### config.mk
export PLATFORM = sky130hd
export DESIGN_NAME = rd_ctrl_fwft
export DESIGN_NICKNAME = d
export VERILOG_FILES = /design/src/rtl/fifo_pkg.sv /design/src/rtl/gray_to_bin.sv /design/src/rtl/rd_ctrl_fwft.sv
export SDC_FILE = /design/constraint.sdc
export NUM_CORES = 1
export LEC_CHECK = 0
export BUFFER_PORTS_ARGS = -buffer_cell sky130_fd_sc_hd__buf_2
export CORE_MARGIN = 1.5
export CORE_UTILIZATION = 48
export CTS_BUF_LIST = sky130_fd_sc_hd__clkbuf_16
export DETAILED_ROUTE_END_ITERATION = 10
export PLACE_DENSITY = 0.85
export SKIP_CTS_REPAIR_TIMING = 1
export SYNTH_ARGS = -nofsm -noshare
export SYNTH_HDL_FRONTEND = slang
export SYNTH_SLANG_ARGS = --single-unit
### constraint.sdc
create_clock -name rd_clk -period 3.1 [get_ports rd_clk]
set_clock_uncertainty 0.1 [all_clocks]
set_input_delay 0.31 -clock rd_clk [delete_from_list [all_inputs] [get_ports rd_clk]]
set_output_delay 0.31 -clock rd_clk [all_outputs]
set_load 0.03 [all_outputs]
### src/rtl/fifo_pkg.sv
// Helpers shared by the read- and write-side FIFO controllers: Gray coding,
// pointer width and read-mode selection.
package fifo_pkg;

  typedef enum logic {
    RD_MODE_STD  = 1'b0,
    RD_MODE_FWFT = 1'b1
  } rd_mode_e;

  // Pointers carry one extra wrap bit above the memory address.
  function automatic int unsigned ptr_width(input int unsigned aw);
    return aw + 1;
  endfunction

  function automatic logic [31:0] bin2gray(input logic [31:0] b);
    return b ^ (b >> 1);
  endfunction

  // Prefix XOR from the MSB down, done in log2(32) doubling steps.
  function automatic logic [31:0] gray2bin(input logic [31:0] g);
    logic [31:0] b;
    b = g;
    b = b ^ (b >> 1);
    b = b ^ (b >> 2);
    b = b ^ (b >> 4);
    b = b ^ (b >> 8);
    b = b ^ (b >> 16);
    return b;
  endfunction

endpackage

### src/rtl/gray_to_bin.sv
// Combinational Gray-to-binary converter of parametrised width (up to 32 bits).
module gray_to_bin
  import fifo_pkg::*;
#(
  parameter int unsigned WIDTH = 5
) (
  input  logic [WIDTH-1:0] i_gray,
  output logic [WIDTH-1:0] o_bin
);

  always_comb begin
    o_bin = WIDTH'(gray2bin(32'(i_gray)));
  end

endmodule

### src/rtl/rd_ctrl_fwft.sv
// Read-side controller of the dual-clock FIFO: read pointer, read address,
// registered read data and empty / almost-empty / level / underflow flags.
module rd_ctrl_fwft
  import fifo_pkg::*;
#(
  parameter int unsigned ADDRESS_WIDTH = 4,
  parameter int unsigned DATA_WIDTH    = 8,
  parameter int unsigned FWFT          = 0
) (
  input  logic                     rd_clk,
  input  logic                     rd_rst_n,
  input  logic                     rd_en,
  input  logic [ADDRESS_WIDTH:0]   rd_q2_wr_ptr,
  input  logic [ADDRESS_WIDTH:0]   rd_aempty_thresh,
  input  logic                     rd_uf_clr,
  input  logic [DATA_WIDTH-1:0]    rd_mem_data,
  output logic [ADDRESS_WIDTH-1:0] rd_addr,
  output logic [ADDRESS_WIDTH:0]   rd_ptr,
  output logic [DATA_WIDTH-1:0]    rd_data,
  output logic                     rd_valid,
  output logic                     fifo_empty,
  output logic                     fifo_aempty,
  output logic [ADDRESS_WIDTH:0]   rd_level,
  output logic                     rd_underflow
);

  localparam int unsigned PW   = ptr_width(ADDRESS_WIDTH);
  localparam rd_mode_e    MODE = (FWFT != 0) ? RD_MODE_FWFT : RD_MODE_STD;

  logic [PW-1:0]         r_ptr_bin;
  logic [PW-1:0]         r_ptr_gray;
  logic [PW-1:0]         r_level;
  logic [DATA_WIDTH-1:0] r_data;
  logic                  r_mem_empty;
  logic                  r_valid;
  logic                  r_empty;
  logic                  r_aempty;
  logic                  r_underflow;

  logic [PW-1:0] w_wr_bin;
  logic [PW-1:0] w_ptr_bin_nxt;
  logic [PW-1:0] w_ptr_gray_nxt;
  logic [PW-1:0] w_mem_level;
  logic [PW-1:0] w_level_nxt;
  logic          w_mem_empty_nxt;
  logic          w_empty_nxt;
  logic          w_fetch;
  logic          w_valid_nxt;
  logic          w_uf_set;

  gray_to_bin #(.WIDTH(PW)) u_wr_g2b (
    .i_gray (rd_q2_wr_ptr),
    .o_bin  (w_wr_bin)
  );

  // Mode-specific fetch/valid/underflow terms depend only on registers and
  // inputs, keeping the shared pointer/level logic free of feedback.
  if (MODE == RD_MODE_FWFT) begin : g_fwft
    always_comb begin
      w_fetch     = ~r_mem_empty & (~r_valid | rd_en);
      w_valid_nxt = r_valid;
      if (w_fetch) begin
        w_valid_nxt = 1'b1;
      end else if (rd_en & r_valid) begin
        w_valid_nxt = 1'b0;
      end
      w_uf_set = rd_en & ~r_valid;
    end
  end else begin : g_std
    always_comb begin
      w_fetch     = rd_en & ~r_mem_empty;
      w_valid_nxt = w_fetch;
      w_uf_set    = rd_en & r_mem_empty;
    end
  end

  always_comb begin
    w_ptr_bin_nxt   = r_ptr_bin + PW'(w_fetch);
    w_ptr_gray_nxt  = PW'(bin2gray(32'(w_ptr_bin_nxt)));
    w_mem_empty_nxt = (w_ptr_gray_nxt == rd_q2_wr_ptr);
    w_mem_level     = w_wr_bin - w_ptr_bin_nxt;
    if (MODE == RD_MODE_FWFT) begin
      // The word parked in the output stage still counts as readable.
      w_level_nxt = w_mem_level + PW'(w_valid_nxt);
      w_empty_nxt = ~w_valid_nxt;
    end else begin
      w_level_nxt = w_mem_level;
      w_empty_nxt = w_mem_empty_nxt;
    end
  end

  always_ff @(posedge rd_clk or negedge rd_rst_n) begin
    if (!rd_rst_n) begin
      r_ptr_bin   <= '0;
      r_ptr_gray  <= '0;
      r_level     <= '0;
      r_data      <= '0;
      r_mem_empty <= 1'b1;
      r_valid     <= 1'b0;
      r_empty     <= 1'b1;
      r_aempty    <= 1'b1;
      r_underflow <= 1'b0;
    end else begin
      r_ptr_bin   <= w_ptr_bin_nxt;
      r_ptr_gray  <= w_ptr_gray_nxt;
      r_mem_empty <= w_mem_empty_nxt;
      r_valid     <= w_valid_nxt;
      if (w_fetch) begin
        r_data <= rd_mem_data;
      end
      r_empty     <= w_empty_nxt;
      r_level     <= w_level_nxt;
      r_aempty    <= (w_level_nxt <= rd_aempty_thresh);
      r_underflow <= w_uf_set | (r_underflow & ~rd_uf_clr);
    end
  end

  assign rd_addr      = r_ptr_bin[ADDRESS_WIDTH-1:0];
  assign rd_ptr       = r_ptr_gray;
  assign rd_data      = r_data;
  assign rd_valid     = r_valid;
  assign fifo_empty   = r_empty;
  assign fifo_aempty  = r_aempty;
  assign rd_level     = r_level;
  assign rd_underflow = r_underflow;

endmodule

# --- Word-level counts from Yosys, hierarchy flattened ---
# Cells that the tools add are included.
op_classes:
  magnitude_cmp: 1
  bitwise_logic: 12
  eq_ne: 1
  addsub: 2
op_table:
  columns: ["op", "count"]
  rows:
  - ["bitwise XOR 21 bit (second input constant)", 1]
  - ["bitwise XOR 5 x 4 -> 5 bit", 2]
  - ["adder 5 x 1 -> 5 bit", 1]
  - ["equality test 5 bit", 1]
  - ["less-or-equal comparator 5 bit", 1]
  - ["subtractor 5 bit", 1]
  - ["bitwise XOR 5 x 1 -> 5 bit", 1]
  - ["bitwise XOR 5 x 3 -> 5 bit", 1]
  - ["bitwise XOR 5 bit", 1]
  - ["bitwise AND 1 bit", 3]
  - ["NOT 1 bit", 2]
  - ["OR 1 bit", 1]
totals:
  wordCells: 24
  register_bits: 27
  out_inout_bits: 26

# --- Logic depth before layout (Yosys ltp) ---
# Gate-level depths: netlist of the first run.
logic_depth:
  depth_word: 7
  depth_mapped: 14

# --- Modules after synthesis ---
# A second synthesis of the first run with hierarchy kept.
hier_totals:
  hier_cells: 109
  hier_area_um2: 1362.6
modules_own_cells:
  columns: ["mod", "instances", "seq_area_each_um2", "cells_per_inst", "area_per_inst_um2"]
  rows:
  - ["rd_ctrl_fwft", 1, 653.1, 103, 1290.0]
  - ["gray_to_bin", 1, 0.0, 6, 72.6]

# --- Least setup slack after synthesis of the first run ---
# No wires, ideal clock.
synth_timing:
  path_kind: "register to register"
  startpoint: "reg fifo_empty (netlist name)"
  endpoint: "reg r_aempty, in the netlist fifo_aempty"
  setup_time_ns: 0.079
  required_time_ns: 2.921
  path_slack_ns: 0.106
  arrival_time_ns: 2.816
  stages_incl_launch_ff: 13
  synth_period_minus_slack_ns: 2.994
  cell_sequence: "dfstp_2 -> nor2b_2 -> buf_1 -> xor2_1 -> ha_1 -> fa_1 -> inv_1 -> ha_1 -> nor2b_1 -> o21a_1 -> o21a_1 -> o21a_1 -> o21ai_0"
synth_lines:
  columns: ["element", "line", "rtl"]
  rows:
  - ["to (signal assigned)", "rd_ctrl_fwft.sv:113", "r_aempty <= (w_level_nxt <= rd_aempty_thresh);"]
  - ["to (decl)", "rd_ctrl_fwft.sv:37", "logic r_aempty;"]

# --- Worst setup path in the final report of the first run ---
layout_timing:
  startpoint: "in rd_q2_wr_ptr[4]"
  endpoint: "reg r_aempty, in the netlist fifo_aempty"
layout_via:
  elab_chain_len: 7
layout_rtl:
  columns: ["element", "line", "rtl"]
  rows:
  - ["from (decl)", "rd_ctrl_fwft.sv:13", "input logic [ADDRESS_WIDTH:0] rd_q2_wr_ptr,"]
  - ["bitwise XOR 5 x 4 -> 5 bit", "fifo_pkg.sv:23", "b = b ^ (b >> 1);"]
  - ["bitwise XOR 5 x 3 -> 5 bit", "fifo_pkg.sv:24", "b = b ^ (b >> 2);"]
  - ["bitwise XOR 5 x 1 -> 5 bit", "fifo_pkg.sv:25", "b = b ^ (b >> 4);"]
  - ["bitwise XOR 21 bit", "fifo_pkg.sv:26", "b = b ^ (b >> 8);"]
  - ["bitwise XOR 5 bit", "fifo_pkg.sv:27", "b = b ^ (b >> 16);"]
  - ["subtractor 5 bit", "rd_ctrl_fwft.sv:81", "w_mem_level = w_wr_bin - w_ptr_bin_nxt;"]
  - ["named net w_level_nxt[1]", "rd_ctrl_fwft.sv:44", "logic [PW-1:0] w_level_nxt;"]
  - ["less-or-equal comparator 5 bit", "rd_ctrl_fwft.sv:113", null]
# The timed path passes the listed nets, and every way through them passes these cells.
# A chain may end at the register's enable or synchronous reset.

==> results of run 1 <==
[layer usage]
metal / vias to the layer above / GRT usage [%] / routed length (um) / share of wire, %
li1: 449 / - / - / -
met1: 426 / 19.1 / 909 / 42
met2: 34 / 30.7 / 1100 / 51
met3: 0 / 4.10 / 151 / 7.0
met4: 0 / 5.00 / 0 / 0
met5: - / 0 / 0 / 0
[Yosys cell counts (all sizes together) (2+ instances only)]
master  number  area (um^2)
a21o         2         15.0
a21oi        2         10.0
dfrtp       24          601
dfstp        2         52.6
ha          10          125
inv         16         60.1
mux2         8         90.1
nand2        2         7.51
nand3        3         15.0
nor2b        2         15.0
o21a         3         22.5
o21ai        2         10.0
xnor2        8         70.1
xor2        13          121
[cells by family (layout without fill, tap and decap cells)]
logic type | count (synthesis) | after routing | synth area share [%]
adders and majority gates | 11 | 11 | 11.4
and+or+nand+nor | 11 | 11 | 4.71
AOI/OAI and AO/OA | 10 | 10 | 5.69
DFF | 26 | 26 | 51.2
xor gates and xnor gates | 21 | 21 | 15.0
muxes | 8 | 8 | 7.06
buffers and inverters | 17 | 74 | 5.00
[worst max-delay path, cell delays in order]
cell and delay [ns]:
buf_2 0.11, xor2_1 0.22, xnor2_1 0.18, xor2_1 0.24, xor2_1 0.10, ha_1 0.24, fa_1 0.48, inv_1 0.05
ha_1 0.28, nor2b_1 0.13, o21a_1 0.16, o21a_1 0.16, o21a_1 0.15, o21ai_0 0.14
[power by group]
group	leakage (nW)	internal (mW)	switching (mW)
Sequential	0.304	0.499	0.0717
Combinational	0.538	0.530	0.762
Clock	0.0385	0.172	0.104
[path summary, 6_finish.rpt]
path | to | slack, ns
max reg2reg | fifo_aempty | 0.25
min | rd_underflow | 0.12
min reg2reg | rd_data[2] | 0.40
max | fifo_aempty | 0.23
min in group asynchronous | rd_data[6] | 0.48
max in group asynchronous | fifo_empty | 2.05
[cell type report]
cell class	instances	area, um^2
flip-flops and latches	26	653
multi-input cells	61	559
repair buffers	54	290
clock inverters	1	3.75
clock buffers	3	75.1
well taps	30	37.5
inverters	16	60.1
fillers	183	821
[through the flow]
stage          hold slack, ns  std cells  area, um^2
2_1_floorplan         -0.0856        104        1280
3_3_place_gp            0.222        185        1580
3_5_place_dp            0.244        185        1580
4_1_cts               -0.0331        189        1660
5_1_grt                 0.132        191        1680
6_report                0.124        191        1680
[flip-flops by register name, indices dropped and copies added, names as in the netlist]
register and count:
fifo_aempty 1, rd_ptr 4, rd_data 8, fifo_empty 1, r_ptr_bin 5, rd_underflow 1, rd_valid 1, rd_level 5
==> impl_metrics.env, run 1 <==
export IMPL_rsz0062_at_grt="no"
export IMPL_holdPathStages=2
export IMPL_cts_tree="done"
export IMPL_die_w_um=54.6
export IMPL_syn_to_final_growth_pct=31.6
export IMPL_synth_cell_types=23
export IMPL_dr_total_vias=909
export IMPL_port_buffers=47
export IMPL_final_util_pct=67.2
export IMPL_fin_tns_setup_ns=0
export IMPL_fmaxAchievable_ghz=0.348
export IMPL_vias_per_cell=4.76
export IMPL_grt_overflow_total=0
export IMPL_async_reset_ff_share_pct=100
export IMPL_critPathMaxFanout=2
export IMPL_drt_first_iter_violations=4
export IMPL_initial_core_util_pct=51.1
export IMPL_post_dp_hpwl_mm=1.76
export IMPL_synthFlopType="dfrtp_1"
export IMPL_wl_per_cell_um=11.3
export IMPL_hp_start="rd_uf_clr"
export IMPL_die_area_um2=2980
export IMPL_endpoint_kind="flip-flop"
export IMPL_synth_warnings=0
export IMPL_ys_seq_area_share_pct=51.2
export IMPL_clk_pin_slew_ns=0.06
export IMPL_finalHoldViolCount=0
export IMPL_drtAntennaViolNets=0
export IMPL_antenna_found_initial=0
export IMPL_post_place_ws_ns=-0.0682
export IMPL_fp_dieH_um=54.6
export IMPL_setup_viol=0
export IMPL_grt_pass1_wl_mm=3.51
export IMPL_grt_pass1_vias=868
export IMPL_htreeDepth=1
export IMPL_root_buffer="clkbuf_16"
export IMPL_final_max_slew_viol_count=0
export IMPL_syn_cell_area_um2=1280
export IMPL_clock_latency_ns=0.25
export IMPL_r2r_cells=12
export IMPL_fin_nets=195
export IMPL_power_leakage_nw=0.881
export IMPL_clock_sinks=26
export IMPL_ys_ff_latch=26
export IMPL_power_density_nw_per_um2=1270
export IMPL_numCtsBuffers=3
export IMPL_worstPathArrival_ns=2.96
export IMPL_outcome="completed"
export IMPL_grt_max_degree=27
export IMPL_diodes=0
export IMPL_core_area_um2=2500
export IMPL_rows=18
export IMPL_firstDrtPassIters=4
export IMPL_post_route_period_util_pct=92.7
export IMPL_cp_required_ns=3.18
export IMPL_cts_buffer_depth=2
export IMPL_place_congestion=0.781
export IMPL_critPathKind="primary input to flip-flop"
export IMPL_ios=48
export IMPL_worst_pin_slew_ns=0.564
export IMPL_fin_crit_ns=2.87
export IMPL_reg2reg_from="fifo_empty"
export IMPL_layout_commonest_cell="buf_2"
export IMPL_most_common_layout_cells="buf_2 (47), dfrtp_1 (24), inv_1 (16), xor2_1 (12), ha_1 (10)"
export IMPL_avgSynthCellArea_um2=12.3
export IMPL_syn_num_nets=137
export IMPL_setup_slack_ns=0.225
export IMPL_vdd_drop_max_mv=0.867
export IMPL_wl_mm=2.16
export IMPL_post_route_drc_count=0
export IMPL_min_path_type="primary input to flip-flop"
export IMPL_maxSlewHeadroom_pct=62.4
export IMPL_drv_cap=0
export IMPL_drive_above_1_share_pct=42.9
export IMPL_cp_startpoint="rd_q2_wr_ptr[4]"
export IMPL_synth_edf_count=0
export IMPL_syn_inst=104
export IMPL_grtUsageTotal_pct=16.8
export IMPL_cp_start_kind="primary input"
export IMPL_p_total_mw=2.14
Power figures use the tool's default switching activity.
==> inputs of run 2 (changes only) <==
Settings changed: BUFFER_PORTS_ARGS -buffer_cell sky130_fd_sc_hd__buf_2 to not set, CORE_MARGIN 1.5 to 2, CORE_UTILIZATION 48 to 45, DONT_BUFFER_PORTS set to 1, PLACE_DENSITY 0.85 to 0.67.
==> run 2 against run 1 <==
  * Via count down 18%
  * Wire length down 1.5%
  * Clock power barely moved
  * Final cell count fell by 23%
  * Final area decreased by 12%
  * Critical endpoint unchanged
  * Critical path type is now flip-flop to flip-flop
  * Register-to-register slack is essentially flat
  * Clock-buffer cell count stayed put
  * Sequential cell count did not move
  * Highest routed layer is now met4
  * Largest cell class unchanged
  * First-iteration DRC count rose to 4.3 times the previous value
==> impl_metrics.env, run 2 (same netlist as run 1, synthesis figures left out) <==
export IMPL_outcome="completed"
export IMPL_fin_nets=151
export IMPL_crit_top_cell="ha_1"
export IMPL_firstDrtPassIters=4
export IMPL_drtAntennaViolNets=0
export IMPL_fillers=228
export IMPL_critPathMaxFanout=5
export IMPL_drv_cap=0
export IMPL_grt_overflow_total=0
export IMPL_port_buffers=0
export IMPL_p_int_mw=1.12
export IMPL_layout_commonest_cell="dfrtp_1"
export IMPL_maxSlewHeadroom_pct=70.9
export IMPL_cp_slowest_stage_delay_ns=0.55
export IMPL_slowest_stage="dfstp_2"
export IMPL_post_route_drc_count=0
export IMPL_fin_tns_setup_ns=0
export IMPL_min_path_type="primary input to flip-flop"
export IMPL_rows=19
export IMPL_antenna_found_initial=0
export IMPL_final_cell_area_um2=1490
export IMPL_combPwrFrac_pct=45.6
export IMPL_most_common_layout_cells="dfrtp_1 (24), inv_1 (16), xor2_1 (12), ha_1 (10)"
export IMPL_root_buffer="clkbuf_16"
export IMPL_cp_start_kind="flip-flop"
export IMPL_regArea_um2=653
export IMPL_grtUsageTotal_pct=14.1
export IMPL_numCtsBuffers=3
export IMPL_clock_sinks=26
export IMPL_vdd_drop_max_mv=0.846
export IMPL_ios=48
export IMPL_syn_to_final_growth_pct=16.4
export IMPL_globalRouteMet1Util_pct=17.9
export IMPL_dpl_cell_area_um2=1360
export IMPL_endpoint_kind="flip-flop"
export IMPL_core_area_um2=2730
export IMPL_wl_per_cell_um=14.4
export IMPL_drt_first_iter_violations=17
export IMPL_post_dp_hpwl_mm=1.70
export IMPL_power_switching_mw=0.928
export IMPL_rsz0062_at_grt="no"
export IMPL_cts_tree="done"
export IMPL_largest_register_ffs=8
export IMPL_dr_total_vias=745
export IMPL_power_density_nw_per_um2=1380
export IMPL_power_leakage_nw=0.716
export IMPL_multi_input_comb_area_um2=564
export IMPL_path_buf_inv=2
export IMPL_vias_per_cell=5.03
export IMPL_worst_pin_slew_ns=0.437
export IMPL_grt_use_met2_pct=24.0
export IMPL_cp_cell_sequence="nor2b_4 > nand2_1 > inv_1 > ha_1 > xor2_2 > inv_1 > ha_1 > a21o_1 > a21oi_1 > xor2_1 > ha_1 > and3_1 > nand3_1 > o21ai_0"
export IMPL_cp_required_ns=3.18
export IMPL_critPathKind="flip-flop to flip-flop"
export IMPL_fmaxAchievable_ghz=0.349
export IMPL_setup_viol=0
export IMPL_clk_pin_slew_ns=0.06
export IMPL_grt_max_degree=27
export IMPL_drive_above_1_share_pct=21.4
export IMPL_cts_buffer_depth=2
export IMPL_final_max_slew_viol_count=0
export IMPL_pwr_share_seq_pct=40.8
export IMPL_critPathTopFamily="adder cells"
export IMPL_top_usage_layer="met2"
export IMPL_grt_pass1_wl_mm=3.59
export IMPL_place_congestion=0.744
export IMPL_use_met3_pct=2.95
export IMPL_fin_crit_ns=2.86
export IMPL_grt_pass1_vias=796
export IMPL_diodes=0
export IMPL_initial_core_util_pct=46.7
export IMPL_die_area_um2=3280
export IMPL_pwr_share_clk_pct=13.6
export IMPL_clock_latency_ns=0.25
export IMPL_wl_mm=2.13
export IMPL_htreeDepth=1
export IMPL_fp_dieH_um=57.3
export IMPL_finalHoldViolCount=0
export IMPL_worstPathArrival_ns=2.95
export IMPL_post_route_period_util_pct=92.4
export IMPL_die_w_um=57.3
export IMPL_p_sw_share_pct=45.3
-- run 2: cell types whose count changed in the layout (fill, tap and decap cells not counted), sizes merged --
cell | previous run | this run
buf | 53 | 9
-- run 2: final timing paths --
kind                           endpoint  depth (start not counted)  slack (ns)          from
setup / recovery            fifo_aempty                         14        0.24    fifo_empty
hold / removal             rd_underflow                          1        0.05     rd_uf_clr
setup reg to reg            fifo_aempty                         14        0.24    fifo_empty
hold reg to reg            r_ptr_bin[0]                          1        0.50  r_ptr_bin[0]
max in group asynchronous    fifo_empty                          2        2.28      rd_rst_n
min in group asynchronous  r_ptr_bin[0]                          2        0.39      rd_rst_n
-- run 2: power by group through the flow --
stage | clock, mW | sequential [mW] | combinational (mW)
after floorplan | 0 | 0.861 | 0.658
after global placement | 0 | 0.843 | 0.875
after detailed placement | 0 | 0.845 | 0.905
after CTS | 0.288 | 0.840 | 0.911
after global routing | 0.292 | 0.855 | 1.06
final | 0.279 | 0.837 | 0.935
-- run 2: layer usage --
layer	share of wire (%)	routed length [um]	vias up
li1	-	-	362
met2	52	1100	29
met5	0	0	-
met1	43	913	352
met3	4.9	104	2
met4	0.66	14	0
-- run 2: final cells by class --
cell class / instances / area share (%)
Clock buffer: 3 / 5.05
Tap cell: 31 / 2.61
Timing Repair Buffer: 10 / 6.07
Sequential cell: 26 / 44.0
Inverter: 16 / 4.04
Multi-Input combinational cell: 61 / 38.0
Clock inverter: 1 / 0.253
-- run 2: metrics by stage --
stage | power, mW | hold slack (ns) | worst slack (ns) | util, % | instances
6_report | 2.05 | 0.0507 | 0.235 | 54.3 | 148
5_1_grt | 2.21 | 0.0517 | 0.0361 | 54.3 | 148
3_3_place_gp | 1.72 | -0.0850 | 0.158 | 49.9 | 141
4_1_cts | 2.04 | -0.361 | 0.192 | 52.8 | 145
3_5_place_dp | 1.75 | -0.0851 | 0.0706 | 49.9 | 141
2_1_floorplan | 1.52 | -0.0856 | 0.106 | - | 104
==> inputs of run 3 (changes only) <==
--- a/config.mk
+++ b/config.mk
@@ -12,4 +12,5 @@
 export DONT_BUFFER_PORTS = 1
 export PLACE_DENSITY = 0.67
+export RECOVER_POWER = 50
 export SKIP_CTS_REPAIR_TIMING = 1
 export SYNTH_ARGS = -nofsm -noshare
==> constraint.sdc (replaced) <==
create_clock -name rd_clk -period 3.1 [get_ports rd_clk]
set_clock_uncertainty 0.1 [all_clocks]
set_input_delay 0.62 -clock rd_clk [delete_from_list [all_inputs] [get_ports rd_clk]]
set_output_delay 0.62 -clock rd_clk [all_outputs]
set_load 0.03 [all_outputs]
==> run 3 against run 2 <==
  * Final cell count unchanged
  * Largest power group unchanged
  * Fmax decreased by 3.3%
  * Global-route usage fell by 0.22 points
  * Worst setup slack lost 0.099 ns
  * Sequential share of layout area decreased by 1.2 points
  * Utilization is 1.5 points higher
  * First-iteration DRC count increased by 24%
  * Highest routed layer unchanged
  * Combinational power barely moved
  * Final area up 2.8%
  * Critical path type is now primary input to flip-flop
  * Sequential power increased by 2%
==> impl_metrics.env, run 3 (same netlist as run 1, synthesis figures left out) <==
export IMPL_grtUsageTotal_pct=13.9
export IMPL_worst_path_stages=13
export IMPL_drt_first_iter_violations=21
export IMPL_r2r_cells=14
export IMPL_ios=48
export IMPL_vdd_drop_max_mv=0.736
export IMPL_clk_pin_slew_ns=0.06
export IMPL_path_buf_inv=1
export IMPL_cp_required_ns=3.19
export IMPL_fin_crit_ns=2.96
export IMPL_power_leakage_nw=0.716
export IMPL_setup_viol=0
export IMPL_dr_total_vias=739
export IMPL_root_buffer="clkbuf_16"
export IMPL_place_congestion=0.741
export IMPL_numCtsBuffers=3
export IMPL_syn_to_final_growth_pct=19.6
export IMPL_core_area_um2=2730
export IMPL_dpl_cell_area_um2=1420
export IMPL_firstDrtPassIters=4
export IMPL_final_cell_area_um2=1530
export IMPL_wl_mm=2.15
export IMPL_finalHoldViolCount=0
export IMPL_critPathTopFamily="adder cells"
export IMPL_min_path_type="primary input to async pin"
export IMPL_cp_slowest_stage_delay_ns=0.53
export IMPL_layout_commonest_cell="dfrtp_1"
export IMPL_power_density_nw_per_um2=1410
export IMPL_fin_nets=151
export IMPL_clock_latency_ns=0.26
export IMPL_critPathKind="primary input to flip-flop"
export IMPL_worstPathArrival_ns=3.05
export IMPL_largest_register_ffs=8
export IMPL_cts_tree="done"
export IMPL_fmaxAchievable_ghz=0.337
export IMPL_outcome="completed"
export IMPL_post_route_period_util_pct=95.6
export IMPL_antenna_found_initial=0
export IMPL_crit_top_cell="o21a_1"
export IMPL_slowest_stage="fa_1"
export IMPL_clock_sinks=26
export IMPL_cp_cell_sequence="xor2_4 > xnor2_2 > xor2_2 > xor2_1 > ha_2 > fa_1 > inv_1 > ha_4 > nor2b_1 > o21a_1 > o21a_1 > o21a_1 > o21ai_1"
export IMPL_rsz0062_at_grt="no"
export IMPL_htreeDepth=1
export IMPL_endpoint_kind="flip-flop"
export IMPL_grt_pass1_wl_mm=3.37
export IMPL_wl_per_cell_um=14.5
export IMPL_fp_dieH_um=57.3
export IMPL_post_route_drc_count=0
export IMPL_die_w_um=57.3
export IMPL_final_max_slew_viol_count=0
export IMPL_die_area_um2=3280
export IMPL_diodes=0
export IMPL_drive_above_1_share_pct=23.9
export IMPL_rows=19
export IMPL_grt_pass1_vias=761
export IMPL_worst_pin_slew_ns=1.22
export IMPL_vias_per_cell=4.99
export IMPL_port_buffers=0
export IMPL_maxSlewHeadroom_pct=18.8
export IMPL_grt_overflow_total=0
export IMPL_cts_buffer_depth=2
export IMPL_cp_start_kind="primary input"
export IMPL_post_dp_hpwl_mm=1.67
export IMPL_drtAntennaViolNets=0
export IMPL_initial_core_util_pct=46.7
export IMPL_critPathMaxFanout=2
export IMPL_grt_max_degree=27
export IMPL_most_common_layout_cells="dfrtp_1 (24), inv_1 (16), xor2_1 (10), mux2_2 (8), ha_1 (8)"
export IMPL_drv_cap=0
export IMPL_final_util_pct=55.8
==> run 3: power breakdown <==
group	switching [mW]	internal (mW)	leakage, nW	total, mW
Combinational	0.473	0.465	0.361	0.938
Clock	0.108	0.257	0.0511	0.365
Sequential	0.353	0.499	0.304	0.852
==> run 3: worst reg2reg max path, cell delays in order, from the launching register on <==
cell and delay (ns):
dfstp_2 0.53, nor2b_1 0.06, nand2_1 0.10, inv_1 0.05, ha_1 0.22, xor2_2 0.18
inv_1 0.06, ha_1 0.33, a21o_1 0.17, a21oi_1 0.16, xor2_1 0.20, ha_1 0.28
and3_1 0.17, nand3_1 0.07, o21ai_1 0.06
==> run 3: metrics by stage <==
| step | power [mW] | instances | worst slack (ns) | setup TNS, ns | hold slack, ns |
|---|---|---|---|---|---|
| finish | 2.15 | 148 | 0.136 | 0 | 0.100 |
| global route | 2.34 | 148 | 0.0408 | 0 | 0.0890 |
| CTS | 2.17 | 147 | 0.0453 | 0 | -0.0518 |
| detailed placement | 1.79 | 143 | -0.205 | -0.205 | 0.225 |
| global placement | 1.76 | 143 | -0.150 | -0.150 | 0.225 |
| floorplan | 1.53 | 104 | -0.145 | -0.145 | 0.224 |
==> run 3: layer usage <==
| metal | GRT usage (%) | vias to the layer above | wire [um] |
|---|---|---|---|
| met2 | 23.5 | 28 | 1100 |
| met4 | 8.97 | 0 | 59 |
| li1 | - | 358 | - |
| met1 | 15.6 | 348 | 842 |
| met5 | 0 | - | 0 |
| met3 | 3.40 | 5 | 151 |
==> run 3: area by class of cell <==
cell class                 instances  area, um^2
multi-input combinational         61         606
timing repair buffer              10        63.8
inverter                          16        60.1
tap                               31        38.8
clock buffer                       3        75.1
sequential                        26         653
fill                             237        1210
clock inverter                     1        30.0
==> run 3: final timing paths <==
path | from | end | slack (ns)
worst max-delay path | rd_q2_wr_ptr[4] | fifo_aempty | 0.14
worst min-delay path | rd_rst_n | fifo_empty | 0.10
worst max register to register | fifo_empty | fifo_aempty | 0.31
worst min register to register | r_ptr_bin[0] | r_ptr_bin[0] | 0.47
max in group asynchronous | rd_rst_n | rd_data[7] | 1.68
min in group rd_clk | rd_uf_clr | rd_underflow | 0.35
